### src/rtl/bht_sched_pkg.sv
// Shared types for the BHT access scheduler: FSM state and update-queue entry.
package bht_sched_pkg;

  localparam int BHT_IWIDTH = 6;

  typedef enum logic {
    SWEEP,
    RUN
  } state_e;

  typedef struct packed {
    logic [BHT_IWIDTH-1:0] index;
    logic                  taken;
  } upd_entry_t;

endpackage

### src/rtl/bht_upd_fifo.sv
// Synchronous FIFO of pending history updates with flush and occupancy count.
module bht_upd_fifo
  import bht_sched_pkg::*;
#(
  parameter int DEPTH = 4
) (
  input  logic                     clk_i,
  input  logic                     resetn_i,
  input  logic                     push_i,
  input  logic                     pop_i,
  input  logic                     flush_i,
  input  upd_entry_t               din_i,
  output upd_entry_t               dout_o,
  output logic [$clog2(DEPTH):0]   count_o,
  output logic                     empty_o,
  output logic                     full_o
);

  localparam int PW = $clog2(DEPTH);

  upd_entry_t    mem_q [DEPTH];
  logic [PW-1:0] rd_q, wr_q;
  logic [PW:0]   cnt_q;

  always_ff @(posedge clk_i) begin
    if (push_i && !flush_i) mem_q[wr_q] <= din_i;
  end

  // Pointers wrap naturally because DEPTH is a power of two.
  always_ff @(posedge clk_i or negedge resetn_i) begin
    if (!resetn_i) begin
      rd_q  <= '0;
      wr_q  <= '0;
      cnt_q <= '0;
    end else if (flush_i) begin
      rd_q  <= '0;
      wr_q  <= '0;
      cnt_q <= '0;
    end else begin
      if (push_i) wr_q <= wr_q + 1'b1;
      if (pop_i)  rd_q <= rd_q + 1'b1;
      case ({push_i, pop_i})
        2'b10:   cnt_q <= cnt_q + 1'b1;
        2'b01:   cnt_q <= cnt_q - 1'b1;
        default: cnt_q <= cnt_q;
      endcase
    end
  end

  assign dout_o  = mem_q[rd_q];
  assign count_o = cnt_q;
  assign empty_o = (cnt_q == '0);
  assign full_o  = (cnt_q == (PW+1)'(DEPTH));

endmodule

### src/rtl/bht_sched.sv
// Single-port BHT scheduler: post-reset/clear zeroing sweep, lookup vs. queued update arbitration.
// Define BHT_SCHED_STARVE_EN to enable the update starvation guard.
module bht_sched
  import bht_sched_pkg::*;
#(
  parameter int IWIDTH = BHT_IWIDTH,
  parameter int HWIDTH = 6,
  parameter int QDEPTH = 4,
  parameter int STARVE = 8
) (
  input  logic                      clk,
  input  logic                      resetn,
  input  logic                      en,
  input  logic                      clear,
  input  logic                      lookup_valid,
  input  logic [IWIDTH-1:0]         lookup_index,
  output logic                      lookup_ready,
  output logic [HWIDTH-1:0]         lookup_hist,
  input  logic                      upd_valid,
  input  logic [IWIDTH-1:0]         upd_index,
  input  logic                      upd_taken,
  output logic                      upd_ready,
  output logic [IWIDTH-1:0]         tbl_addr,
  output logic                      tbl_we,
  output logic [HWIDTH-1:0]         tbl_wdata,
  input  logic [HWIDTH-1:0]         tbl_rdata,
  output logic                      busy,
  output logic [$clog2(QDEPTH):0]   qcount
);

  state_e            state_q, state_d;
  logic [IWIDTH-1:0] sweep_q, sweep_d;
  logic              push, pop, flush, force_upd;
  logic              fifo_empty, fifo_full;
  upd_entry_t        head, push_entry;

  assign push_entry.index = BHT_IWIDTH'(upd_index);
  assign push_entry.taken = upd_taken;

  bht_upd_fifo #(.DEPTH(QDEPTH)) u_fifo (
    .clk_i    (clk),
    .resetn_i (resetn),
    .push_i   (push),
    .pop_i    (pop),
    .flush_i  (flush),
    .din_i    (push_entry),
    .dout_o   (head),
    .count_o  (qcount),
    .empty_o  (fifo_empty),
    .full_o   (fifo_full)
  );

`ifdef BHT_SCHED_STARVE_EN
  localparam int SW = $clog2(STARVE + 1);
  logic [SW-1:0] starve_q, starve_d;

  always_comb begin
    starve_d = starve_q;
    if (en) begin
      if (clear || state_q != RUN || fifo_empty || pop) starve_d = '0;
      else if (!force_upd)                              starve_d = starve_q + 1'b1;
    end
  end

  always_ff @(posedge clk or negedge resetn) begin
    if (!resetn) starve_q <= '0;
    else         starve_q <= starve_d;
  end

  assign force_upd = (starve_q >= SW'(STARVE));
`else
  assign force_upd = 1'b0;
`endif

  assign lookup_hist = tbl_rdata;

  // A clear cycle never services the queue, so flushed entries are never written.
  always_comb begin
    state_d      = state_q;
    sweep_d      = sweep_q;
    tbl_addr     = fifo_empty ? '0 : IWIDTH'(head.index);
    tbl_we       = 1'b0;
    tbl_wdata    = '0;
    lookup_ready = 1'b0;
    upd_ready    = 1'b0;
    busy         = (state_q == SWEEP);
    push         = 1'b0;
    pop          = 1'b0;
    flush        = 1'b0;
    if (state_q == SWEEP) begin
      tbl_addr = sweep_q;
      if (en) begin
        tbl_we  = 1'b1;
        sweep_d = sweep_q + 1'b1;
        if (sweep_q == '1) state_d = RUN;
      end
    end else if (en) begin
      upd_ready = !clear && !fifo_full;
      push      = upd_valid && upd_ready;
      if (lookup_valid && !force_upd) begin
        lookup_ready = 1'b1;
        tbl_addr     = lookup_index;
      end else if (!fifo_empty && !clear) begin
        pop       = 1'b1;
        tbl_we    = 1'b1;
        tbl_wdata = {tbl_rdata[HWIDTH-2:0], head.taken};
      end
    end
    if (en && clear) begin
      flush   = 1'b1;
      state_d = SWEEP;
      sweep_d = '0;
    end
  end

  always_ff @(posedge clk or negedge resetn) begin
    if (!resetn) begin
      state_q <= SWEEP;
      sweep_q <= '0;
    end else begin
      state_q <= state_d;
      sweep_q <= sweep_d;
    end
  end

endmodule

### config.mk
export PLATFORM = sky130hd
export DESIGN_NAME = bht_sched
export DESIGN_NICKNAME = d
export VERILOG_FILES = /design/src/rtl/bht_sched_pkg.sv /design/src/rtl/bht_upd_fifo.sv /design/src/rtl/bht_sched.sv
export SDC_FILE = /design/constraint.sdc
export NUM_CORES = 1
export LEC_CHECK = 0
export CAP_MARGIN = 20
export CORE_UTILIZATION = 40
export CTS_CLUSTER_DIAMETER = 30
export DETAILED_ROUTE_END_ITERATION = 10
export PLACE_DENSITY_LB_ADDON = 0.2
export SLEW_MARGIN = 40
export SYNTH_ARGS = -nofsm -noshare
export SYNTH_HDL_FRONTEND = slang
export SYNTH_SLANG_ARGS = --single-unit
### constraint.sdc
create_clock -name clk -period 2.32 [get_ports clk]
set_clock_uncertainty 0.2 [all_clocks]
set_input_delay 0.464 -clock clk [delete_from_list [all_inputs] [get_ports clk]]
set_output_delay 0.464 -clock clk [all_outputs]
set_load 0.05 [all_outputs]
== Word-level counts from Yosys, hierarchy flattened ==
Memories as Yosys holds them, arrays and structs flattened.
Index checks and enable logic that the tools add are counted.

* Bits in registers: 14
* Input port bits: 25
* ROM bits: 0
* Memories kept: 1
* Word-level logic and storage cells: 69
* Latch bits: 0
* Bits in writable memories: 28

* Bitwise logic cells: 1
* $lt $le $gt $ge: 0
* Shifts and indexed selects: 0
* Muxes and demuxes: 37
* Equality and inequality tests: 5
* Multiply operators: 0
* Reduce and logical (&&, ||, !) cells: 15
* $add $sub $neg: 5
* Divide/modulo/power cells: 0

{| class="wikitable"
|+ Memories
! memory !! depth !! bits a word !! rd ports !! clocked after Yosys merged registers in !! write ports !! line !! text
|-
| u_fifo.mem_q || 4 || 7 || 1 || 0 || 1 || bht_upd_fifo.sv:21 || <nowiki>upd_entry_t mem_q [DEPTH];</nowiki>
|}

{| class="wikitable"
|+ Operators with widths
! cell !! number
|-
| 6-bit 2-to-1 mux || 11
|-
| 1-bit 2-to-1 mux || 20
|-
| 2-bit 2-to-1 mux || 4
|-
| 6-bit by 1-bit adder with 6-bit output (second input constant) || 1
|-
| 6-bit equality test (second input constant) || 1
|-
| 3-bit case mux with 2 select lines || 1
|-
| 2-bit nonzero test || 3
|-
| 1-bit logical AND || 5
|-
| 2-bit by 1-bit adder with 2-bit output (second input constant) || 2
|-
| 1-bit logical NOT || 4
|-
| 3-bit by 1-bit adder with 3-bit output (second input constant) || 1
|-
| 3-bit equality test (second input constant) || 1
|-
| 3-bit logical NOT || 1
|-
| 3-bit 2-to-1 mux || 1
|-
| 3-bit nonzero test || 1
|-
| 3-bit by 1-bit subtractor with 3-bit output (second input constant) || 1
|-
| 2-bit by 1-bit equality test with 1-bit output (second input constant) || 1
|-
| 2-bit equality test (second input constant) || 1
|-
| 2-bit by 1-bit != test with 1-bit output (second input constant) || 1
|-
| 2-bit AND reduction || 1
|-
| 1-bit NOT || 1
|}

== Depth between registers and ports, before layout ==
* Word-level depth: 10
* Depth in mapped cells: 6
* Gate-level depth less buffers: 5

== By module ==
A second synthesis with hierarchy kept.

* Cell total of the unflattened synthesis: 150
* Area total of the unflattened synthesis: 2077.0 sq um

{| class="wikitable"
|+ By module, submodules not included
! module !! instances !! cells an instance !! area an instance (sq um)
|-
| bht_upd_fifo || 1 || 80 || 1463.9
|-
| bht_sched || 1 || 70 || 613.1
|}

== Least setup slack after synthesis ==
Ideal clock, no wire load.

* Kind: reg-to-output
* From: register u_fifo.cnt_q[0] (netlist: u_fifo.count_o[0])
* To: output tbl_addr[0]
* Data required time: 1.656 ns
* Slack: -0.523 ns
* Cell stages (with the launch flop): 5
* Data arrival time: 2.179 ns
* Cell sequence: dfrtp_1 > nor3_1 > nor2_1 > nand2_1 > a31oi_1

* Longest elaborated chain between the ends: 5

{| class="wikitable"
|+ Ends and longest elaborated chain
! item !! line !! text
|-
| from (decl) || bht_upd_fifo.sv:23 || <nowiki>logic [PW:0] cnt_q;</nowiki>
|-
| from (signal assigned) || bht_upd_fifo.sv:43 || <nowiki>2'b10: cnt_q <= cnt_q + 1'b1;</nowiki>
|-
| from (signal assigned) || bht_upd_fifo.sv:44 || <nowiki>2'b01: cnt_q <= cnt_q - 1'b1;</nowiki>
|-
| from (signal assigned) || bht_upd_fifo.sv:45 || <nowiki>default: cnt_q <= cnt_q;</nowiki>
|-
| 3-bit logical NOT * || bht_upd_fifo.sv:52 || <nowiki>assign empty_o = (cnt_q == '0);</nowiki>
|-
| 6-bit 2-to-1 mux * || bht_sched.sv:81 || <nowiki>tbl_addr = fifo_empty ? '0 : IWIDTH'(head.index);</nowiki>
|-
| 6-bit 2-to-1 mux || bht_sched.sv:100 || <nowiki>if (lookup_valid && !force_upd) begin</nowiki>
|-
| 6-bit 2-to-1 mux * || bht_sched.sv:97 || <nowiki>end else if (en) begin</nowiki>
|-
| 6-bit 2-to-1 mux * || bht_sched.sv:90 || <nowiki>if (state_q == SWEEP) begin</nowiki>
|-
| to (decl) || bht_sched.sv:23 || <nowiki>output logic [IWIDTH-1:0] tbl_addr,</nowiki>
|}

Mark *: on every way between the ends. The rest lies on a longest branch, timed or not.

== Worst setup path after layout ==
* From: register u_fifo.rd_q[0]
* To: output tbl_addr[3]

* Longest elaborated chain between the ends: 5

{| class="wikitable"
|+ Ends and longest elaborated chain
! item !! line !! text
|-
| from (decl) || bht_upd_fifo.sv:22 || <nowiki>logic [PW-1:0] rd_q, wr_q;</nowiki>
|-
| from (signal assigned) || bht_upd_fifo.sv:41 || <nowiki>if (pop_i) rd_q <= rd_q + 1'b1;</nowiki>
|-
| memory 4 x 7 bit * || n/a ||
|-
| 6-bit 2-to-1 mux * || bht_sched.sv:81 ||
|-
| 6-bit 2-to-1 mux || bht_sched.sv:100 ||
|-
| 6-bit 2-to-1 mux * || bht_sched.sv:97 ||
|-
| 6-bit 2-to-1 mux * || bht_sched.sv:90 ||
|}

Marked as above.

==> impl_metrics.py <==
metrics = {
    "run_status": {
        "run_status": "complete, but fails checks",
        "violations": "negative setup slack",
    },
    "synthesis": {
        "ys.flop_type": "edfxtp_1",
        "synth_compound_area_frac": 0.0909,
        "syn_inst": 160,
        "synth_adder_area_share": 0.0395,
        "syn_nets": 191,
        "synth_area_leaders": "edfxtp_1, dfrtp_1, mux4_2, and2_1, ha_1",
        "synth_enable_flop_cells": 28,
        "synth_top_cell_by_area": "edfxtp_1",
        "async_reset_ff_frac": 0.333,
        "yosys.area_share.xor_xnor": 0.0209,
        "synth_top_family_by_area": "simple AND/OR/NAND/NOR gates",
        "avgSynthCellArea_um2": 13.1,
        "yosysUniqueCellTypes": 42,
        "yosysWarnings": 0,
        "yosysSeqAreaShare": 0.569,
        "yosysTopAreaCellShare": 0.402,
        "syn-cell-area_um2": 2090,
        "synth-seq-cells": 42,
        "synth_mux_area_frac": 0.0915,
        "yosys.area_share.simple": 0.139,
    },
    "sta": {
        "slew_violations": 0,
        "post-route-min-period_ns": 2.49,
        "slew_headroom": 0.526,
        "max_freq_mhz": 402,
        "fin_crit_sh": 1.07,
        "final_hold_viol_count": 0,
        "rsz0062_at_grt": "yes",
        "worst_slew_pin_slew_ns": 0.709,
        "setup_ws_ns": -0.165,
        "setup_violations": 9,
    },
    "critical_path": {
        "startpoint": "u_fifo.rd_q[0]$_DFFE_PN0P_",
        "r2r_slack_ns": -0.06,
        "r2r-start": "u_fifo.count_o[0]$_DFFE_PN0P_",
        "endpoint_kind": "primary output",
        "crit_end": "tbl_addr[3]",
        "crit_arrival_ns": 1.82,
        "setup.worst_path.start_class": "flip-flop",
        "r2r_cells": 5,
        "required_ns": 1.66,
        "reg2reg_to": "u_fifo.count_o[2]$_DFFE_PN0P_",
        "path_max_fanout": 8,
        "crit_type": "reg2out",
    },
    "hold_path": {
        "hold_class": "in2reg",
    },
    "floorplan": {
        "start_util": 0.429,
        "rows": 25,
        "die_x_um": 74.3,
        "ios": 50,
        "dieArea_um2": 5520,
        "coreArea_um2": 4880,
        "die_h_um": 74.3,
    },
    "power_and_ir_drop": {
        "powerDensity_nw_per_um2": 463,
        "power_leakage_uw": 0.00127,
        "p_int_uw": 1140,
        "ir_drop_uv": 471,
        "pwr-share-clk": 0.315,
        "p_comb_frac": 0.149,
        "power_frac_seq": 0.536,
        "swShare": 0.255,
        "power.net_switching_uw": 388,
    },
    "job": {
        "max_cap_viol_count": 0,
    },
    "clock_tree": {
        "cts_inserted_buffers": 5,
        "cts.sinks": 42,
        "cts_tree": "yes",
        "clk_pin_slew_ns": 0.09,
        "clock_latency_ns": 0.30,
        "clock_path_buffers": 2,
        "htreeDepth": 2,
        "cts_root_buffer": "clkbuf_8",
    },
    "routing": {
        "wl_per_cell_um": 16.2,
        "ant_nets": 0,
        "routed_wl_mm": 4.84,
        "drc": 0,
        "viasPerCell": 5.13,
        "first_pass_iters": 5,
        "vias": 1529,
        "drt_iter0_markers": 154,
    },
    "place": {
        "port_buffers": 47,
        "gp_congestion": 0.787,
        "placed_area_um2": 3040,
        "detailed_place_hpwl_mm": 3.44,
    },
    "grt": {
        "grt_pass1_wl_mm": 7.81,
        "grt_use_total": 0.194,
        "grt_pass1_vias": 1586,
        "antenna_found_initial": 0,
        "gr-total-overflow": 0,
        "grt_max_degree": 18,
    },
    "layout": {
        "layout_common_cells": "edfxtp_1, buf_12, clkdlybuf4s50_1, buf_4, nor2_1",
        "final_area_um2": 3290,
        "drive_gt1_frac": 0.424,
        "area_growth_pct": 57.3,
        "final_nets": 261,
        "final_common_cell": "edfxtp_1",
        "fin_util": 0.674,
        "num_antenna_cells": 0,
        "nFillCells": 352,
    },
}
[how the worst min path moves through the flow]
stage | to | from | slack (ns) | cells past startpoint
global route | sweep_q[1]$_DFFE_PN0P_ | clear | 0.31 | 3
CTS | sweep_q[2]$_DFFE_PN0P_ | sweep_q[2]$_DFFE_PN0P_ | 0.39 | 1
detailed placement | sweep_q[2]$_DFFE_PN0P_ | sweep_q[2]$_DFFE_PN0P_ | 0.37 | 1
finish | sweep_q[1]$_DFFE_PN0P_ | clear | 0.29 | 3
global placement | sweep_q[2]$_DFFE_PN0P_ | sweep_q[2]$_DFFE_PN0P_ | 0.34 | 1
floorplan | state_q$_DFF_PN0_ | resetn | -0.03 | 0
[metal layers]
metal / vias to the layer above / global-route usage / routed length (um)
met1: 769 / 0.256 / 2140
met2: 31 / 0.329 / 2540
met4: 0 / 0.0608 / 38
li1: 725 / - / -
met3: 4 / 0.0325 / 118
met5: - / 0 / 0
[Yosys cell counts (2+ instances only)]
| master | instances |
|---|---|
| mux4_2 | 8 |
| and3_1 | 3 |
| xor2_1 | 3 |
| o22ai_1 | 2 |
| nor2_1 | 15 |
| xnor2_1 | 2 |
| a22oi_1 | 5 |
| nand4_1 | 2 |
| and2_1 | 12 |
| nor3b_1 | 2 |
| o21ai_0 | 2 |
| clkbuf_1 | 6 |
| nand3_1 | 2 |
| edfxtp_1 | 28 |
| a21oi_1 | 7 |
| ha_1 | 5 |
| buf_4 | 6 |
| nand2b_1 | 3 |
| inv_1 | 7 |
| nand2_1 | 3 |
| nor3_1 | 3 |
| dfrtp_1 | 14 |
[layout make-up]
class	instances	area (um2)	area share
Timing Repair Buffer	76	978	0.297
Sequential cell	42	1190	0.363
Clock inverter	3	23.8	0.00722
Inverter	7	26.3	0.00798
Multi-Input combinational cell	98	915	0.278
Clock buffer	5	68.8	0.0209
Tap cell	67	83.8	0.0255
[flip-flops by register name, indices dropped and copies added (netlist names)]
register and count:
u_fifo.count_o 3, u_fifo.mem_q 28, u_fifo.rd_q 2, sweep_q 6, u_fifo.wr_q 2, state_q 1
[logic make-up (layout without fill, tap and decap cells)]
group / count (synthesis) / in the layout
flops: 42 / 42
buf+inv: 21 / 91
mux: 9 / 9
fa+ha+maj: 6 / 6
simple gates: 52 / 53
compound gates: 25 / 25
xor+xnor: 5 / 5
[worst max-delay path, stage by stage (launching register included)]
cell	delay (ns)
dfrtp_1	0.42
buf_12	0.16
mux4_2	0.53
a22oi_2	0.16
a21oi_2	0.09
buf_12	0.15
[metrics by stage]
step,std cells,total power [uW],worst slack (ns),TNS (ns),hold WS [ns]
floorplan,160,933,-0.165,-0.323,-0.0316
global placement,281,1050,-0.210,-3.67,0.342
detailed placement,281,1050,-0.194,-5.64,0.367
CTS,295,1530,-0.169,-1.08,0.387
global route,298,1580,-0.212,-1.91,0.306
finish,298,1520,-0.165,-1.06,0.293
[power groups by stage]
stage / registers, uW / logic (uW) / clock network, uW
global placement: 832 / 217 / 0
CTS: 816 / 226 / 490
detailed placement: 832 / 222 / 0
finish: 816 / 227 / 480
global route: 818 / 242 / 520
floorplan: 830 / 102 / 0
[timing repair]
item / 4_1_cts / 5_1_grt
cloned: 1 / 0
endpoints found under the setup margin: 14 / 15
gates resized for setup: 19 / 15
hold buffers: 0 / 0
buffers inserted: 6 / 3
pin swaps: 13 / 4
Power figures use the tool's default switching activity.
